==> config.mk <==
export PLATFORM = sky130hd
export DESIGN_NAME = coin_acceptor
export DESIGN_NICKNAME = d
export VERILOG_FILES = /design/src/rtl/coin_acceptor.sv
export SDC_FILE = /design/constraint.sdc
export NUM_CORES = 1
export LEC_CHECK = 0
export BUFFER_PORTS_ARGS = -buffer_cell sky130_fd_sc_hd__buf_2
export CAP_MARGIN = 20
export CORE_MARGIN = 2
export CORE_UTILIZATION = 59
export CTS_CLUSTER_DIAMETER = 60
export DETAILED_ROUTE_END_ITERATION = 8
export GPL_TIMING_DRIVEN = 0
export HOLD_SLACK_MARGIN = 0.06
export PLACE_DENSITY = 0.78
export SLEW_MARGIN = 20
export SYNTH_ARGS = -nofsm -noshare
export SYNTH_HDL_FRONTEND = slang
export SYNTH_SLANG_ARGS = --single-unit
export TNS_END_PERCENT = 100
==> constraint.sdc <==
create_clock -name clk -period 6.57 [get_ports clk]
set_input_delay 0.657 -clock clk [delete_from_list [all_inputs] [get_ports clk]]
set_output_delay 0.657 -clock clk [all_outputs]
set_load 0.01 [all_outputs]
==> src/rtl/coin_acceptor.sv <==
// Coin sensor front end: synchronise, debounce, edge-detect, queue and
// emit one-cycle coin codes to the vending machine.
module coin_acceptor #(
    parameter int DEBOUNCE_CYCLES = 4,
    parameter int FIFO_DEPTH      = 4,
    parameter int GAP_CYCLES      = 2
) (
    input  logic                          clk,
    input  logic                          rst,
    input  logic                          sense_5,
    input  logic                          sense_10,
    input  logic                          hold,
    output logic [1:0]                    coin_out,
    output logic                          reject,
    output logic                          fifo_full,
    output logic [$clog2(FIFO_DEPTH):0]   fifo_count
);

    localparam int CW = $clog2(DEBOUNCE_CYCLES);
    localparam int AW = $clog2(FIFO_DEPTH);
    localparam int NW = AW + 1;
    localparam int GW = (GAP_CYCLES > 1) ? $clog2(GAP_CYCLES) : 1;

    localparam logic [CW-1:0] CNT_LAST = CW'(DEBOUNCE_CYCLES - 1);
    localparam logic [NW-1:0] DEPTH_N  = NW'(FIFO_DEPTH);
    localparam logic [GW-1:0] GAP_LAST = GW'(GAP_CYCLES - 1);

    typedef enum logic [1:0] {IDLE, EMIT, GAP} state_t;

    state_t                        state_q, state_d;
    logic [1:0]                    s1_q, s1_d;
    logic [1:0]                    s2_q, s2_d;
    logic [1:0]                    db_q, db_d;
    logic [1:0]                    dbp_q, dbp_d;
    logic [1:0]                    arm_q, arm_d;
    logic [1:0]                    rdy_q, rdy_d;
    logic [1:0][CW-1:0]            cnt_q, cnt_d;
    logic [FIFO_DEPTH-1:0][1:0]    mem_q, mem_d;
    logic [AW-1:0]                 wp_q, wp_d;
    logic [AW-1:0]                 rp_q, rp_d;
    logic [NW-1:0]                 count_q, count_d;
    logic [GW-1:0]                 gap_q, gap_d;
    logic [1:0]                    coin_out_q, coin_out_d;
    logic                          reject_q, reject_d;

    logic [1:0] strobe;
    logic       push;
    logic       pop;
    logic [1:0] push_code;

    always_comb begin
        state_d    = state_q;
        s1_d       = {sense_10, sense_5};
        s2_d       = s1_q;
        db_d       = db_q;
        dbp_d      = db_q;
        cnt_d      = cnt_q;
        mem_d      = mem_q;
        wp_d       = wp_q;
        rp_d       = rp_q;
        count_d    = count_q;
        gap_d      = gap_q;
        coin_out_d = coin_out_q;
        reject_d   = 1'b0;
        push       = 1'b0;
        pop        = 1'b0;

        for (int i = 0; i < 2; i++) begin
            if (s2_q[i] != db_q[i]) begin
                if (cnt_q[i] == CNT_LAST) begin
                    db_d[i]  = s2_q[i];
                    cnt_d[i] = '0;
                end else begin
                    cnt_d[i] = cnt_q[i] + 1'b1;
                end
            end else begin
                cnt_d[i] = '0;
            end
        end

        // rdy marks that s2 holds real post-reset samples, so a sensor
        // stuck high through reset is never mistaken for a low level.
        rdy_d  = {rdy_q[0], 1'b1};
        arm_d  = arm_q | ({2{rdy_q[1]}} & ~s2_q & ~db_q);
        strobe = db_q & ~dbp_q & arm_q;

        unique case (state_q)
            IDLE: begin
                if (count_q != '0 && !hold) begin
                    pop        = 1'b1;
                    coin_out_d = mem_q[rp_q];
                    state_d    = EMIT;
                end
            end
            EMIT: begin
                coin_out_d = 2'd0;
                gap_d      = '0;
                state_d    = GAP;
            end
            GAP: begin
                if (gap_q == GAP_LAST) begin
                    state_d = IDLE;
                end else begin
                    gap_d = gap_q + 1'b1;
                end
            end
            default: begin
                coin_out_d = 2'd0;
                state_d    = IDLE;
            end
        endcase

        push_code = strobe[1] ? 2'd2 : 2'd1;
        if (strobe == 2'b11) begin
            reject_d = 1'b1;
        end else if (strobe != 2'b00) begin
            if (count_q != DEPTH_N || pop) begin
                push = 1'b1;
            end else begin
                reject_d = 1'b1;
            end
        end

        if (push) begin
            mem_d[wp_q] = push_code;
            wp_d        = wp_q + 1'b1;
        end
        if (pop) begin
            rp_d = rp_q + 1'b1;
        end
        if (push && !pop) begin
            count_d = count_q + 1'b1;
        end else if (pop && !push) begin
            count_d = count_q - 1'b1;
        end
    end

    always_ff @(posedge clk) begin
        if (!rst) begin
            state_q    <= IDLE;
            s1_q       <= '0;
            s2_q       <= '0;
            db_q       <= '0;
            dbp_q      <= '0;
            arm_q      <= '0;
            rdy_q      <= '0;
            cnt_q      <= '0;
            mem_q      <= '0;
            wp_q       <= '0;
            rp_q       <= '0;
            count_q    <= '0;
            gap_q      <= '0;
            coin_out_q <= '0;
            reject_q   <= 1'b0;
        end else begin
            state_q    <= state_d;
            s1_q       <= s1_d;
            s2_q       <= s2_d;
            db_q       <= db_d;
            dbp_q      <= dbp_d;
            arm_q      <= arm_d;
            rdy_q      <= rdy_d;
            cnt_q      <= cnt_d;
            mem_q      <= mem_d;
            wp_q       <= wp_d;
            rp_q       <= rp_d;
            count_q    <= count_d;
            gap_q      <= gap_d;
            coin_out_q <= coin_out_d;
            reject_q   <= reject_d;
        end
    end

    assign coin_out   = coin_out_q;
    assign reject     = reject_q;
    assign fifo_count = count_q;
    assign fifo_full  = (count_q == DEPTH_N);

endmodule

## Word level (Yosys, flattened, before mapping)

Index checks and enable logic that the tools add are counted.

- Add/subtract/negate cells: 7
- $lt $le $gt $ge: 3
- Eq/ne operators: 11
- Multiplexer cells: 24
- Bitwise logic cells: 12
- Reduce and logical (&&, ||, !) cells: 19

Operator list:

| kind | number |
|---|---|
| $mux W2 | 6 |
| $mux W1 | 10 |
| $add A2 B1 Y2 const B | 4 |
| $and A2 B2 Y2 | 4 |
| $bwmux W8 | 1 |
| $eq A2 B2 Y1 const B | 4 |
| $reduce_and A2 Y1 | 4 |
| $lt A2 B3 Y1 const B | 2 |
| $mux W3 | 2 |
| $not A2 Y2 | 3 |
| $pmux W2 S3 | 1 |
| $reduce_bool A2 Y1 | 3 |
| $reduce_or A3 Y1 | 2 |
| $bmux W2 S2 | 1 |
| $demux W2 S2 | 1 |
| $logic_and A1 B1 Y1 | 4 |
| $ne A2 B2 Y1 const B | 2 |
| $not A1 Y1 | 4 |
| $pmux W2 S2 | 1 |
| $add A3 B1 Y3 const B | 1 |
| $eq A3 B3 Y1 const B | 1 |
| $logic_not A1 Y1 | 3 |
| $ne A3 B3 Y1 const B | 1 |
| $reduce_bool A3 Y1 | 1 |
| 9 further kinds | 10 |

- Flip-flop bits (word level): 37
- Output and inout bits: 7
- Word-level logic and storage cells: 97

## Longest topological paths before layout

- Depth after elaboration: 12
- Gate-level depth with buffers: 11

## Least setup slack after synthesis

OpenSTA, ideal clock, no wires.

- Kind: input -> register
- Start: input port hold
- End: register count_q[2], in the netlist fifo_count[2]
- Arrival time: 2343 ps
- Data required time: 6494 ps
- Slack: 4151 ps
- Stages on the path: 9
- Buffers on the path: 0
- Cell sequence: nand2b_1 -> nand2_1 -> and2_4 -> ha_1 -> inv_1 -> fa_1 -> xor2_1 -> or3_1 -> a21boi_0

- Cells in the longest elaborated chain, start to end: 11
- Elaborated cells on any way between the ends: 14
- Classes of those cells: mux: 6; reduce/logical: 8

RTL lines:

| what | RTL line | text |
|---|---|---|
| start, declared | 12 | `input logic hold,` |
| $logic_not A1 Y1 * | 89 | `if (count_q != '0 && !hold) begin` |
| $logic_and A1 B1 Y1 * | 89 |  |
| $mux W1 * | 89 |  |
| $mux W1 * | 87 | `unique case (state_q)` |
| $logic_or A1 B1 Y1 * | 117 | `if (count_q != DEPTH_N \|\| pop) begin` |
| $mux W1 * | 117 |  |
| $mux W1 * | 116 | `end else if (strobe != 2'b00) begin` |
| $mux W1 * | 114 | `if (strobe == 2'b11) begin` |
| via push | 47 | `logic push;` |
| $logic_not A1 Y1 | 133 | `end else if (pop && !push) begin` |
| $logic_and A1 B1 Y1 | 133 |  |
| $reduce_bool A2 Y1 (no source line) | -- |  |
| end signal, assigned | 167 | `count_q <= count_d;` |
| end, declared | 41 | `logic [NW-1:0] count_q, count_d;` |

Mark *: on every way through the listed nets, which the timed path passes. The rest lies on a longest branch.
A chain may end at the register's enable or synchronous reset.

## Final worst setup path

- Start: register state_q[0]
- End: register count_q[2], in the netlist fifo_count[2]

- Cells in the longest elaborated chain, start to end: 9
- Elaborated cells on any way between the ends: 12
- Classes of those cells: mux: 5; reduce/logical: 7

RTL lines:

| what | RTL line | text |
|---|---|---|
| start, declared | 30 | `state_t state_q, state_d;` |
| start signal, assigned | 156 | `state_q <= state_d;` |
| $logic_not A2 Y1 * | 87 |  |
| $mux W1 * | 87 |  |
| $logic_or A1 B1 Y1 * | 117 |  |
| $mux W1 * | 117 |  |
| $mux W1 * | 116 |  |
| $mux W1 * | 114 |  |
| via push | 47 |  |
| $logic_not A1 Y1 | 133 |  |
| $logic_and A1 B1 Y1 | 133 |  |
| $reduce_bool A2 Y1 (no source line) | -- |  |

Marked as above.

==> results.sh <==
export IMPL_status="finished clean"
export IMPL_yosys_cell_count_top_type="dfxtp_1"
export IMPL_die_w_um=56.5
export IMPL_worstSetupPathDepth=11
export IMPL_drc=0
export IMPL_rrSetupSlack_ps=4000
export IMPL_first_global_vias=1136
export IMPL_powerDensity_nw_per_um2=286
export IMPL_hold_end="rdy_q[0]$_DFF_P_"
export IMPL_finalCritPeriodShare=0.392
export IMPL_rsz0062_at_grt="no"
export IMPL_synth_cells=157
export IMPL_grt_pass1_wl_um=4910
export IMPL_synth_edf_count=0
export IMPL_reg2regPathDepth=11
export IMPL_ys_seq_area_frac=0.455
export IMPL_start_kind="flop"
export IMPL_syn_area_per_cell_sq_um=10.4
export IMPL_synth_top_area_frac=0.455
export IMPL_ir_worst_vdd_mv=0.232
export IMPL_yosysTopAreaCell="dfxtp_1"
export IMPL_synth_top_flop_cell="dfxtp_1"
export IMPL_wl_per_cell_um=13.8
export IMPL_crit_type="reg2reg"
export IMPL_cts_buffers=5
export IMPL_vias=1099
export IMPL_syn_area_sq_um=1630
export IMPL_viasPerCell=5.31
export IMPL_critPathBufInv=2
export IMPL_power_leakage_nw=0.770
export IMPL_min_path_type="in2reg"
export IMPL_place_congestion=0.713
export IMPL_grt_usage=0.204
export IMPL_final_antenna_net_count=0
export IMPL_cp_required_ps=6850
export IMPL_area_delta_synth_final_pct=8.92
export IMPL_htree_levels=2
export IMPL_grt_max_degree=12
export IMPL_hold_start="rst"
export IMPL_antenna_found_initial=0
export IMPL_hold_violations=0
export IMPL_cpPeakStageDelay_ps=400
export IMPL_fin_total_pwr_w=0.000508
export IMPL_skew_ps=11.6
export IMPL_die_y_um=56.5
export IMPL_synth_area_top_cells="dfxtp_1 (46%), mux2i_1 (9.2%), ha_1 (8.5%)"
export IMPL_insertedDiodeCount=0
export IMPL_synthArstFlopShare=0
export IMPL_place_ws_ps=3830
export IMPL_cts_tree="built"
export IMPL_critPathCaptureType="flop"
export IMPL_clkSinkCount=37
export IMPL_hold_depth=1
export IMPL_wl_um=2860
export IMPL_relSlewSlack=0.685
export IMPL_path_delay_family="simple AND/OR/NAND/NOR gates"
export IMPL_tns_ps=0
export IMPL_finalMaxSlewViolations=0
export IMPL_clock_latency_ps=340
export IMPL_dieArea_sq_um=3190
export IMPL_synth_cell_type_count=33
export IMPL_drive_above_1_share=0.136
export IMPL_grt_overflow_total=0
export IMPL_fp_row_count=19
export IMPL_ctsHoldBuffers=0
export IMPL_worst_pin_slew_ps=472
export IMPL_r2r_start="state_q[0]$_SDFFE_PN0P_"
export IMPL_maxCapViolations=0
export IMPL_fin_nets=192
export IMPL_clkTransAtPathRegs_ps=110
export IMPL_ys_ff_latch=37
export IMPL_r2r_end="fifo_count[2]$_SDFFE_PN0P_"
export IMPL_synth_fp_nets=174
export IMPL_netlist_top_cells_count="dfxtp_1 (37), nand2_1 (19), mux2i_1 (15)"
export IMPL_num_io_pins=12
export IMPL_clock_path_buffers=2
export IMPL_postLayoutSetupSlackWorst_ps=4000
export IMPL_drt_pass1_iterations=4
export IMPL_dp_hpwl_um=2070
export IMPL_initial_core_util=0.605
export IMPL_arrival_ps=2850
export IMPL_yosysWarnings=0
export IMPL_slowest_stage="fa_1"
export IMPL_root_buffer="clkbuf_4"
export IMPL_buffer_ports_inserted=11
export IMPL_post_cts_resized=0
export IMPL_fin_crit_ps=2570
export IMPL_critPathLaunch="state_q[0]$_SDFFE_PN0P_"
export IMPL_fmax_mhz=389
export IMPL_setup_viol=0
export IMPL_drt_iter0_markers=30
export IMPL_path_cells="inv_1 -> ha_1 -> nand2b_1 -> nand2_1 -> and2_4 -> ha_1 -> inv_1 -> fa_1 -> xor2_1 -> or3_1 -> a21boi_0"
export IMPL_core_sq_um=2690
export IMPL_path_max_fanout=8
export IMPL_cts_setup_buffers=0
==> metal layers <==
metal / routed length [um] / vias to the layer above / part of all wire / track usage
li1: - / 561 / - / -
met1: 1260 / 518 / 0.44 / 0.227
met2: 1490 / 18 / 0.52 / 0.352
met3: 87 / 2 / 0.030 / 0.0622
met4: 23 / 0 / 0.0081 / 0.0986
met5: 0 / - / 0 / 0
==> area by class of cell <==
| cell class | count | area, sq um |
|---|---|---|
| Fill cell | 216 | 915 |
| Multi-Input combinational cell | 106 | 833 |
| Sequential cell | 37 | 741 |
| Timing Repair Buffer | 11 | 55.1 |
| Clock buffer | 6 | 41.3 |
| Tap cell | 31 | 38.8 |
| Inverter | 9 | 33.8 |
| Buffer | 5 | 18.8 |
| Clock inverter | 2 | 10.0 |
==> worst register-to-register path, delay by kind of cell, from the launching register on <==
kind,cells,cell delay [ps]
simple gates,4,860
fa+ha+maj,3,770
flops,1,350
xor+xnor,1,200
buf+inv,2,170
compound gates,1,150
==> how the worst max path moves through the flow <==
stage,to,slack (ps)
finish,fifo_count[2]$_SDFFE_PN0P_,4000
global route,fifo_count[2]$_SDFFE_PN0P_,3830
CTS,fifo_count[2]$_SDFFE_PN0P_,3990
detailed placement,fifo_count[2]$_SDFFE_PN0P_,3830
global placement,fifo_count[2]$_SDFFE_PN0P_,3910
floorplan,fifo_count[2]$_SDFFE_PN0P_,4150
==> placed cells by master (no fill, tap or decap), drive strengths merged, types with 2 or more instances in the layout <==
cell type / instances
dfxtp: 37
nand2: 19
mux2i: 15
ha: 11
buf: 11
clkbuf: 11
and2: 10
inv: 9
nor2b: 8
nor2: 4
nand3: 4
xnor2: 4
a21oi: 3
nand3b: 3
o21ai: 3
xor2: 3
mux4: 2
o22ai: 2
a21boi: 2
nor4b: 2
nor4bb: 2
clkinv: 2
nor3b: 2
==> through the flow <==
stage / hold WS (ps) / area, sq um / utilization / std cells
floorplan: 406 / 1630 / - / 157
CTS: 431 / 1770 / 0.660 / 207
global route: 417 / 1770 / 0.660 / 207
global placement: 413 / 1720 / 0.640 / 199
detailed placement: 420 / 1720 / 0.640 / 199
finish: 440 / 1770 / 0.660 / 207
==> cell families after synthesis <==
| kind of cell | after synthesis | synth area share |
|---|---|---|
| simple gates | 59 | 0.213 |
| flops | 37 | 0.455 |
| mux | 17 | 0.120 |
| buf+inv | 14 | 0.0323 |
| fa+ha+maj | 12 | 0.0969 |
| compound gates | 11 | 0.0400 |
| xor+xnor | 7 | 0.0423 |
==> power breakdown <==
part	internal [W]	switching, W	total [W]
logic	0.0000618	0.0000709	0.000133
registers	0.000241	0.0000197	0.000261
clock network	0.0000408	0.0000731	0.000114
total	0.000344	0.000164	0.000508
==> registers in the layout (all words and copies together), names as in the netlist <==
register and flops:
dbp_q 2, state_q 2, s2_q 2, rp_q 2, wp_q 2, reject 1
rdy_q 2, db_q 2, s1_q 2, cnt_q 4, coin_out 2, fifo_count 3
gap_q 1, arm_q 2, mem_q 8
(Power assumes the default switching activity.)
